<file path="src/rtl/fwd_hazard_scoreboard_if.sv">
// ID-stage <-> forwarding scoreboard bundle: instruction operands in, stall/issue/forward selects out.
interface fwd_hazard_scoreboard_if #(
    parameter int unsigned REG_ADDR_W = 5,
    parameter int unsigned NUM_SRC    = 2,
    parameter int unsigned PIPE_DEPTH = 3
);
    localparam int unsigned SEL_W = $clog2(PIPE_DEPTH + 1);

    logic                          id_valid;
    logic [NUM_SRC*REG_ADDR_W-1:0] id_rs;
    logic [NUM_SRC-1:0]            id_rs_used;
    logic [REG_ADDR_W-1:0]         id_rd;
    logic                          id_reg_write;
    logic                          id_is_load;
    logic                          flush;
    logic                          stall;
    logic                          issue;
    logic [NUM_SRC*SEL_W-1:0]      fwd_sel;

    modport master (
        output id_valid, id_rs, id_rs_used, id_rd, id_reg_write, id_is_load, flush,
        input  stall, issue, fwd_sel
    );

    modport slave (
        input  id_valid, id_rs, id_rs_used, id_rd, id_reg_write, id_is_load, flush,
        output stall, issue, fwd_sel
    );
endinterface

</file>
<file path="src/rtl/fwd_hazard_scoreboard.sv">
// Shift-register scoreboard of in-flight writes: youngest-producer forward select and load-use stall.
// Optional perf counters (stall_cycles_o, fwd_count_o) under FWD_HAZARD_SCOREBOARD_PERF_EN.
module fwd_hazard_scoreboard #(
    parameter int unsigned REG_ADDR_W = 5,
    parameter int unsigned NUM_SRC    = 2,
    parameter int unsigned PIPE_DEPTH = 3,
    parameter int unsigned LOAD_LAT   = 1
) (
    input  logic                          clk,
    input  logic                          rst_n,
    fwd_hazard_scoreboard_if.slave        sb_if
`ifdef FWD_HAZARD_SCOREBOARD_PERF_EN
    ,
    output logic [31:0]                   stall_cycles_o,
    output logic [31:0]                   fwd_count_o
`endif
);
    localparam int unsigned SEL_W = $clog2(PIPE_DEPTH + 1);

    typedef struct packed {
        logic                  v;
        logic [REG_ADDR_W-1:0] rd;
        logic                  ld;
    } entry_t;

    // Index k-1 holds the producer k stages ahead of ID.
    entry_t ent_q [PIPE_DEPTH];
    entry_t ent_d [PIPE_DEPTH];

    logic                     hazard_c;
    logic                     stall_c;
    logic                     issue_c;
    logic [NUM_SRC*SEL_W-1:0] fwd_sel_c;

    // Descending scan so the smallest matching stage (youngest producer) wins.
    always_comb begin : match_p
        logic [REG_ADDR_W-1:0] rs;
        logic                  haz_op;
        hazard_c  = 1'b0;
        fwd_sel_c = '0;
        rs        = '0;
        haz_op    = 1'b0;
        for (int i = 0; i < int'(NUM_SRC); i++) begin
            rs     = sb_if.id_rs[i*REG_ADDR_W +: REG_ADDR_W];
            haz_op = 1'b0;
            for (int k = int'(PIPE_DEPTH); k >= 1; k--) begin
                if (sb_if.id_rs_used[i] && ent_q[k-1].v && (ent_q[k-1].rd == rs) &&
                    (rs != '0)) begin
                    fwd_sel_c[i*SEL_W +: SEL_W] = SEL_W'(k);
                    haz_op = ent_q[k-1].ld && (k <= int'(LOAD_LAT));
                end
            end
            hazard_c = hazard_c | haz_op;
        end
    end

    assign stall_c = rst_n && sb_if.id_valid && !sb_if.flush && hazard_c;
    assign issue_c = rst_n && sb_if.id_valid && !sb_if.flush && !hazard_c;

    assign sb_if.stall   = stall_c;
    assign sb_if.issue   = issue_c;
    assign sb_if.fwd_sel = fwd_sel_c;

    // Stall, flush and idle cycles all push a bubble into the youngest slot.
    always_comb begin
        ent_d[0].v  = issue_c && sb_if.id_reg_write && (sb_if.id_rd != '0);
        ent_d[0].rd = sb_if.id_rd;
        ent_d[0].ld = sb_if.id_is_load;
        for (int k = 1; k < int'(PIPE_DEPTH); k++) begin
            ent_d[k] = ent_q[k-1];
        end
    end

    always_ff @(posedge clk or negedge rst_n) begin
        if (!rst_n) begin
            for (int k = 0; k < int'(PIPE_DEPTH); k++) begin
                ent_q[k] <= '0;
            end
        end else begin
            for (int k = 0; k < int'(PIPE_DEPTH); k++) begin
                ent_q[k] <= ent_d[k];
            end
        end
    end

`ifdef FWD_HAZARD_SCOREBOARD_PERF_EN
    logic [31:0] stall_cycles_q, stall_cycles_d;
    logic [31:0] fwd_count_q,    fwd_count_d;

    // Saturating event counters.
    always_comb begin
        stall_cycles_d = stall_cycles_q;
        fwd_count_d    = fwd_count_q;
        if (stall_c && (stall_cycles_q != 32'hFFFF_FFFF)) begin
            stall_cycles_d = stall_cycles_q + 32'd1;
        end
        if (issue_c && (|fwd_sel_c) && (fwd_count_q != 32'hFFFF_FFFF)) begin
            fwd_count_d = fwd_count_q + 32'd1;
        end
    end

    always_ff @(posedge clk or negedge rst_n) begin
        if (!rst_n) begin
            stall_cycles_q <= '0;
            fwd_count_q    <= '0;
        end else begin
            stall_cycles_q <= stall_cycles_d;
            fwd_count_q    <= fwd_count_d;
        end
    end

    assign stall_cycles_o = stall_cycles_q;
    assign fwd_count_o    = fwd_count_q;
`endif

endmodule

</file>
<file path="src/flat_wrapper.sv">
// flat-port wrapper written by rule: the top's interface ports become plain ports
module fwd_hazard_scoreboard_flat 
#(
    parameter int unsigned REG_ADDR_W = 5,
    parameter int unsigned NUM_SRC    = 2,
    parameter int unsigned PIPE_DEPTH = 3,
    parameter int unsigned LOAD_LAT   = 1
)
  (clk, rst_n, sb_if_id_valid, sb_if_id_rs, sb_if_id_rs_used, sb_if_id_rd, sb_if_id_reg_write, sb_if_id_is_load, sb_if_flush, sb_if_stall, sb_if_issue, sb_if_fwd_sel);
  fwd_hazard_scoreboard_if #(.REG_ADDR_W(REG_ADDR_W), .NUM_SRC(NUM_SRC), .PIPE_DEPTH(PIPE_DEPTH)) sb_if_i ();
  input  logic clk;
  input  logic rst_n;
  input wire logic [$bits(sb_if_i.id_valid)-1:0] sb_if_id_valid;
  input wire logic [$bits(sb_if_i.id_rs)-1:0] sb_if_id_rs;
  input wire logic [$bits(sb_if_i.id_rs_used)-1:0] sb_if_id_rs_used;
  input wire logic [$bits(sb_if_i.id_rd)-1:0] sb_if_id_rd;
  input wire logic [$bits(sb_if_i.id_reg_write)-1:0] sb_if_id_reg_write;
  input wire logic [$bits(sb_if_i.id_is_load)-1:0] sb_if_id_is_load;
  input wire logic [$bits(sb_if_i.flush)-1:0] sb_if_flush;
  output wire logic [$bits(sb_if_i.stall)-1:0] sb_if_stall;
  output wire logic [$bits(sb_if_i.issue)-1:0] sb_if_issue;
  output wire logic [$bits(sb_if_i.fwd_sel)-1:0] sb_if_fwd_sel;
  assign sb_if_i.id_valid = sb_if_id_valid;
  assign sb_if_i.id_rs = sb_if_id_rs;
  assign sb_if_i.id_rs_used = sb_if_id_rs_used;
  assign sb_if_i.id_rd = sb_if_id_rd;
  assign sb_if_i.id_reg_write = sb_if_id_reg_write;
  assign sb_if_i.id_is_load = sb_if_id_is_load;
  assign sb_if_i.flush = sb_if_flush;
  assign sb_if_stall = sb_if_i.stall;
  assign sb_if_issue = sb_if_i.issue;
  assign sb_if_fwd_sel = sb_if_i.fwd_sel;
  fwd_hazard_scoreboard #(.REG_ADDR_W(REG_ADDR_W), .NUM_SRC(NUM_SRC), .PIPE_DEPTH(PIPE_DEPTH), .LOAD_LAT(LOAD_LAT)) u_core (.clk(clk), .rst_n(rst_n), .sb_if(sb_if_i));
endmodule
</file>
<file path="config.mk">
export PLATFORM = sky130hd
export DESIGN_NAME = fwd_hazard_scoreboard_flat
export DESIGN_NICKNAME = d
export VERILOG_FILES = /design/src/rtl/fwd_hazard_scoreboard_if.sv /design/src/rtl/fwd_hazard_scoreboard.sv /design/src/flat_wrapper.sv
export SDC_FILE = /design/constraint.sdc
export NUM_CORES = 1
export LEC_CHECK = 0
export BUFFER_PORTS_ARGS = -buffer_cell sky130_fd_sc_hd__buf_4
export CELL_PAD_IN_SITES_DETAIL_PLACEMENT = 0
export CELL_PAD_IN_SITES_GLOBAL_PLACEMENT = 1
export CORE_ASPECT_RATIO = 1.5
export CORE_MARGIN = 5
export CORE_UTILIZATION = 41
export DETAILED_ROUTE_END_ITERATION = 8
export GPL_ROUTABILITY_DRIVEN = 1
export GPL_TIMING_DRIVEN = 0
export PLACE_DENSITY = 0.83
export SETUP_SLACK_MARGIN = 0.1
export SYNTH_ARGS = -nofsm -noshare
export SYNTH_HDL_FRONTEND = slang
export SYNTH_SLANG_ARGS = --single-unit
</file>
<file path="constraint.sdc">
create_clock -name clk -period 4.9 [get_ports clk]
set_input_delay 0.98 -clock clk [delete_from_list [all_inputs] [get_ports clk]]
set_output_delay 0.98 -clock clk [all_outputs]
set_load 0.005 [all_outputs]
</file>
======== Word-level counts from Yosys, hierarchy flattened ========
Index checks and enable logic that the tools add are counted.
storage, ports and cells
  register bits after elaboration ......... 19
  input port bits ......................... 23
  output and inout port bits .............. 6
  word-level logic and storage cells ...... 51
operators by class
  eq/ne operators ......................... 6
  muxes and demuxes ....................... 8
  bitwise gates (word level) .............. 1
  reductions and logical operators ........ 29
operators by type and width
  cell               number
  $eq 5x5->1         6
  $logic_and 1x1->1  24
  $reduce_bool 5->1  3
  $mux 2             6
  $logic_not 1->1    2
  $mux 1             2
  $or 1x1->1         1

======== Longest topological paths before layout ========
  depth after elaboration ................. 9
  depth in mapped cells ................... 5

======== Worst setup path before layout ========
OpenSTA, ideal clock, no wires.
  path kind ............................... input-to-output
  from .................................... input sb_if_id_rs[4]
  to ...................................... output sb_if_stall
  arrival ................................. 2,031 ps
  data required time ...................... 3,920 ps
  path slack .............................. 1,889 ps
  stages .................................. 5
  path through ............................ or4_4 o21ai_4 nand4b_2 a21boi_2 nor2b_1
on the way
  word-level cells in the longest chain between the ends .. 6
  elaborated cells on any way between the ends .. 7
  those cells by class .................... eq/ne: 1; mux: 1; bitwise: 1; reduce/logical: 4
RTL lines
  element                RTL line                     source
  start, declared        flat_wrapper.sv:14           input wire logic [$bits(sb_if_i.id_rs)-1:0] sb_if_id_rs;
  $eq 5x5->1             fwd_hazard_scoreboard.sv:47  if (sb_if.id_rs_used[i] && ent_q[k-1].v && (ent_q[k-1].rd == rs) &&
  $logic_and 1x1->1      fwd_hazard_scoreboard.sv:47
  $logic_and 1x1->1 (*)  fwd_hazard_scoreboard.sv:47
  $mux 1 (*)             fwd_hazard_scoreboard.sv:47
  $or 1x1->1 (*)         fwd_hazard_scoreboard.sv:53  hazard_c = hazard_c | haz_op;
  $logic_and 1x1->1 (*)  fwd_hazard_scoreboard.sv:57  assign stall_c = rst_n && sb_if.id_valid && !sb_if.flush && hazard_c;
  end, declared          flat_wrapper.sv:20           output wire logic [$bits(sb_if_i.stall)-1:0] sb_if_stall;
Mark *: on every way between the ends. The rest lies on a longest branch, timed or not.

======== Worst setup path in the final report ========
Same ends and word-level chain as after synthesis.

==> tab_implementation.tex <==
\begin{tabular}{lr}
\hline
Metric & Value \\
\hline
\multicolumn{2}{l}{\textbf{Die}} \\
Floorplan die height & 69.1 um \\
Rows & 21 \\
Core box area & 0.00223 mm\^{}2 \\
Starting utilization of the core area & 0.427 \\
Die Footprint & about 0.0034 mm\^{}2 \\
Die width & between 40 and 50 um \\
Ports placed on the boundary & 29 \\
\multicolumn{2}{l}{\textbf{Synth}} \\
Avg Inst Size Synth & 12.1 um\^{}2 \\
Synth Area in Compound Gates & 0.0656 \\
Combinational family with the most area after synthesis & XOR/XNOR gates \\
Gate Count Post-Synth & 79 \\
Most numerous cell in the Yosys netlist & xor2\_1 \\
Number of warning messages in the yosys log & 0 \\
Count of cell types in the netlist & 22 \\
Share of synthesized area occupied by flip-flops and latches & 0.499 \\
Synth top cells by count & xor2\_1, dfrtp\_1, xnor2\_1 \\
Number of synthesized flops with an enable pin & 0 \\
Cell types with the largest area share after synthesis & dfrtp\_1, xor2\_1, xnor2\_1, nor4\_1, nand4\_1 \\
Adder and majority gate portion of the synthesized area & 0 \\
Most used DFF post-synth & dfrtp\_1 \\
Largest area contributor in the synthesized netlist & dfrtp\_1 \\
Ys async rst share & 1.00 \\
Post-Syn Nets & 102 \\
Post-Synth Simple-Gate Area & 0.160 \\
Xor-xnor portion of the synthesized cell area & 0.276 \\
Fraction of post-synthesis cell area in the top cell type by area & 0.499 \\
Mapped Area & approximately 950 um\^{}2 \\
Multiplexer share of the synthesized area & 0 \\
Number of synthesized register bits & 19 \\
\multicolumn{2}{l}{\textbf{STA}} \\
Time the final worst path needs with I/O delays and setup & around 3.4 ns \\
Largest clock skew in the final design & $\sim$0.0032 ns \\
Setup TNS after final layout & 0 ns \\
RSZ-0062 raised after global routing & no \\
Highest attainable clock frequency & 298 MHz \\
Transition time at the pin with the least slew margin & roughly 0.41 ns \\
Max Transition Viols Final & 0 \\
Setup violators final & 0 \\
Hold slack final & $\sim$0.4 ns \\
Count of endpoints failing hold in the final timing report & 0 \\
Worst max-slew margin expressed relative to the limit & 0.725 \\
Period utilization & 0.685 \\
\multicolumn{2}{l}{\textbf{CTS}} \\
Worst-path clk slew & around 0.1 ns \\
Number of setup buffers added after CTS & 0 \\
PostCTS Resize Cnt & 0 \\
CTS tree & built \\
Number of buffers on the longest clock path & 2 \\
Number of hold-repair buffers added at the cts stage & 0 \\
Number of CTS-inserted buffers & 3 \\
Latest clock arrival within the worst-skew pair & 0.29 ns \\
CTS sink cnt & 19 \\
Clock root buffer master & clkbuf\_4 \\
Number of levels the H-tree was split into & 1 \\
\multicolumn{2}{l}{\textbf{Global route}} \\
Number of global-route vias before repair & between 800 and 900 \\
Global-route wire length before repair & 3630 um \\
Sum of overflow across all layers after global routing & 0 \\
Pin count of the biggest net entering global routing & 21 \\
Aggregate global-route resource usage & 0.136 \\
Number of antenna violations at the first check in global routing & 0 \\
\multicolumn{2}{l}{\textbf{Worst setup path}} \\
WP data arrival & approximately 2.4 ns \\
Kind of cell with the highest combined delay on the critical path & simple AND/OR/NAND/NOR gates \\
Maximum fanout along the worst path & 4 \\
Startpoint types & input pin \\
Crit path capture type & output pin \\
Critical setup path kind & input pin to output pin \\
FF-to-FF setup slack & 3.29 ns \\
Reg2reg end & u\_core.ent\_d[13] \\
Critical path cell sequence & buf\_4 -> or4\_4 -> o21ai\_4 -> nand4b\_2 -> a21boi\_2 -> nor2b\_1 -> buf\_4 \\
Worst Path Buf+Inv & 2 \\
Beginning of the worst register-to-register path & u\_core.ent\_d[10] \\
Depth of the most critical reg-to-reg path & 5 \\
Worst path most repeated cell & buf\_4 \\
Data required, critical path & 3.92 ns \\
Crit-path max cell delay & between 0.5 and 0.6 ns \\
Critical-path cell with the highest stage delay & or4\_4 \\
\multicolumn{2}{l}{\textbf{Drt}} \\
Via density per instance & 5.32 \\
Initial drt markers & 26 \\
Vias after detailed routing & 713 \\
Routed wire per std cell & $\sim$16 um \\
\# DRC & 0 \\
Total length of routed wires & 2090 um \\
Remaining antenna violation count after routing & 0 \\
Length of the first detailed-routing pass in iterations & 2 \\
\multicolumn{2}{l}{\textbf{Final layout}} \\
Antenna diodes & 0 \\
Final Net Count & 135 \\
Layout cells sized above 1 & 0.324 \\
Fillers & 195 \\
Cell Count, Final, Fillers Out & 134 \\
Layout overhead on the synthesized area & 27.8\% \\
\multicolumn{2}{l}{\textbf{Placed design}} \\
Buffers added on ports & 28 \\
Placed cells & 130 \\
Final weighted congestion in routability-driven placement & roughly 0.83 \\
Total half-perimeter wirelength after legalization and detailed placement & between 1500 and 2000 um \\
\multicolumn{2}{l}{\textbf{Pwr}} \\
LEAKAGE & 0.000552 uW \\
IR drop worst, VDD & 0.164 mV \\
PD cells & 245 mW/mm\^{}2 \\
\multicolumn{2}{l}{\textbf{Hold path}} \\
Hold path cells & 0 \\
Path class of the lowest-slack min-delay path & register to register \\
Source of the worst hold timing path & u\_core.ent\_d[6] \\
End of the worst hold path & u\_core.ent\_q[6] \\
\multicolumn{2}{l}{\textbf{Run status}} \\
Result of the run & finished, final reports clean \\
\multicolumn{2}{l}{\textbf{Job}} \\
Max\_cap viols & 0 \\
\hline
\end{tabular}
## layer usage
layer  wire, um  vias up  global-route usage
li1           -      344                   -
met1        707      342               0.133
met2       1210       23               0.255
met3        135        4              0.0345
met4         36        0              0.0612
met5          0        -                   0
## cells by family after synthesis
group,after synthesis
xor gates and xnor gates,30
AOI/OAI and AO/OA,7
DFF,19
and+or+nand+nor,23
## power breakdown
part           total [uW]  internal, uW  switching [uW]  leakage [uW]
Sequential            171           164            7.23      0.000228
Clock                77.1          31.7            45.4     0.0000150
Combinational        49.6          26.9            22.7      0.000309
Total                 298           223            75.3      0.000552
## area by class of cell
cell class / count / area [um^2] / area share
Multi-Input combinational cell: 60 / 478 / 0.392
Sequential cell: 19 / 475 / 0.390
Clock buffer: 4 / 26.3 / 0.0216
Tap cell: 23 / 28.8 / 0.0236
Timing Repair Buffer: 28 / 210 / 0.172
## worst max path at each step
stage                   startpoint          end  slack, ns  cells after the start
finish              sb_if_id_rs[4]  sb_if_stall       1.54                      7
CTS                 sb_if_id_rs[4]  sb_if_stall       1.53                      7
global route        sb_if_id_rs[7]  sb_if_stall       1.41                      7
floorplan           sb_if_id_rs[4]  sb_if_stall       1.89                      5
global placement    sb_if_id_rs[4]  sb_if_stall       1.55                      7
detailed placement  sb_if_id_rs[4]  sb_if_stall       1.53                      7
## worst reg2reg max path, cell delays in order (launching register included)
cell      delay, ns
dfrtp_1        0.43
xor2_1         0.17
nor4_1         0.42
nand4b_2       0.21
a21boi_2       0.22
nor3_2         0.06
## through the flow
step	utilization	power, uW	setup WS, ns	area, um^2
3_5_place_dp	0.534	225	1.53	1190
2_1_floorplan	-	196	1.89	953
4_1_cts	0.546	302	1.53	1220
3_3_place_gp	0.534	223	1.55	1190
6_report	0.546	298	1.54	1220
5_1_grt	0.546	315	1.41	1220
## cells in the final DEF (no fill, tap or decap), types with 2 or more instances in the layout
master / synthesis / routed
nor2_1: 2 / 2
dfrtp_1: 19 / 19
xor2_1: 20 / 20
xnor2_1: 10 / 10
buf_4: 0 / 28
or4_1: 2 / 2
nand4_1: 4 / 4
nand2_1: 2 / 2
nor4_1: 5 / 5
o21a_1: 2 / 2
clkbuf_4: 0 / 3
## sequential cells by signal, summed over array words and instances, names as in the netlist
register,count
u_core.ent_d,13
u_core.ent_q,6
Note: power is estimated with default switching activity, not from simulation.
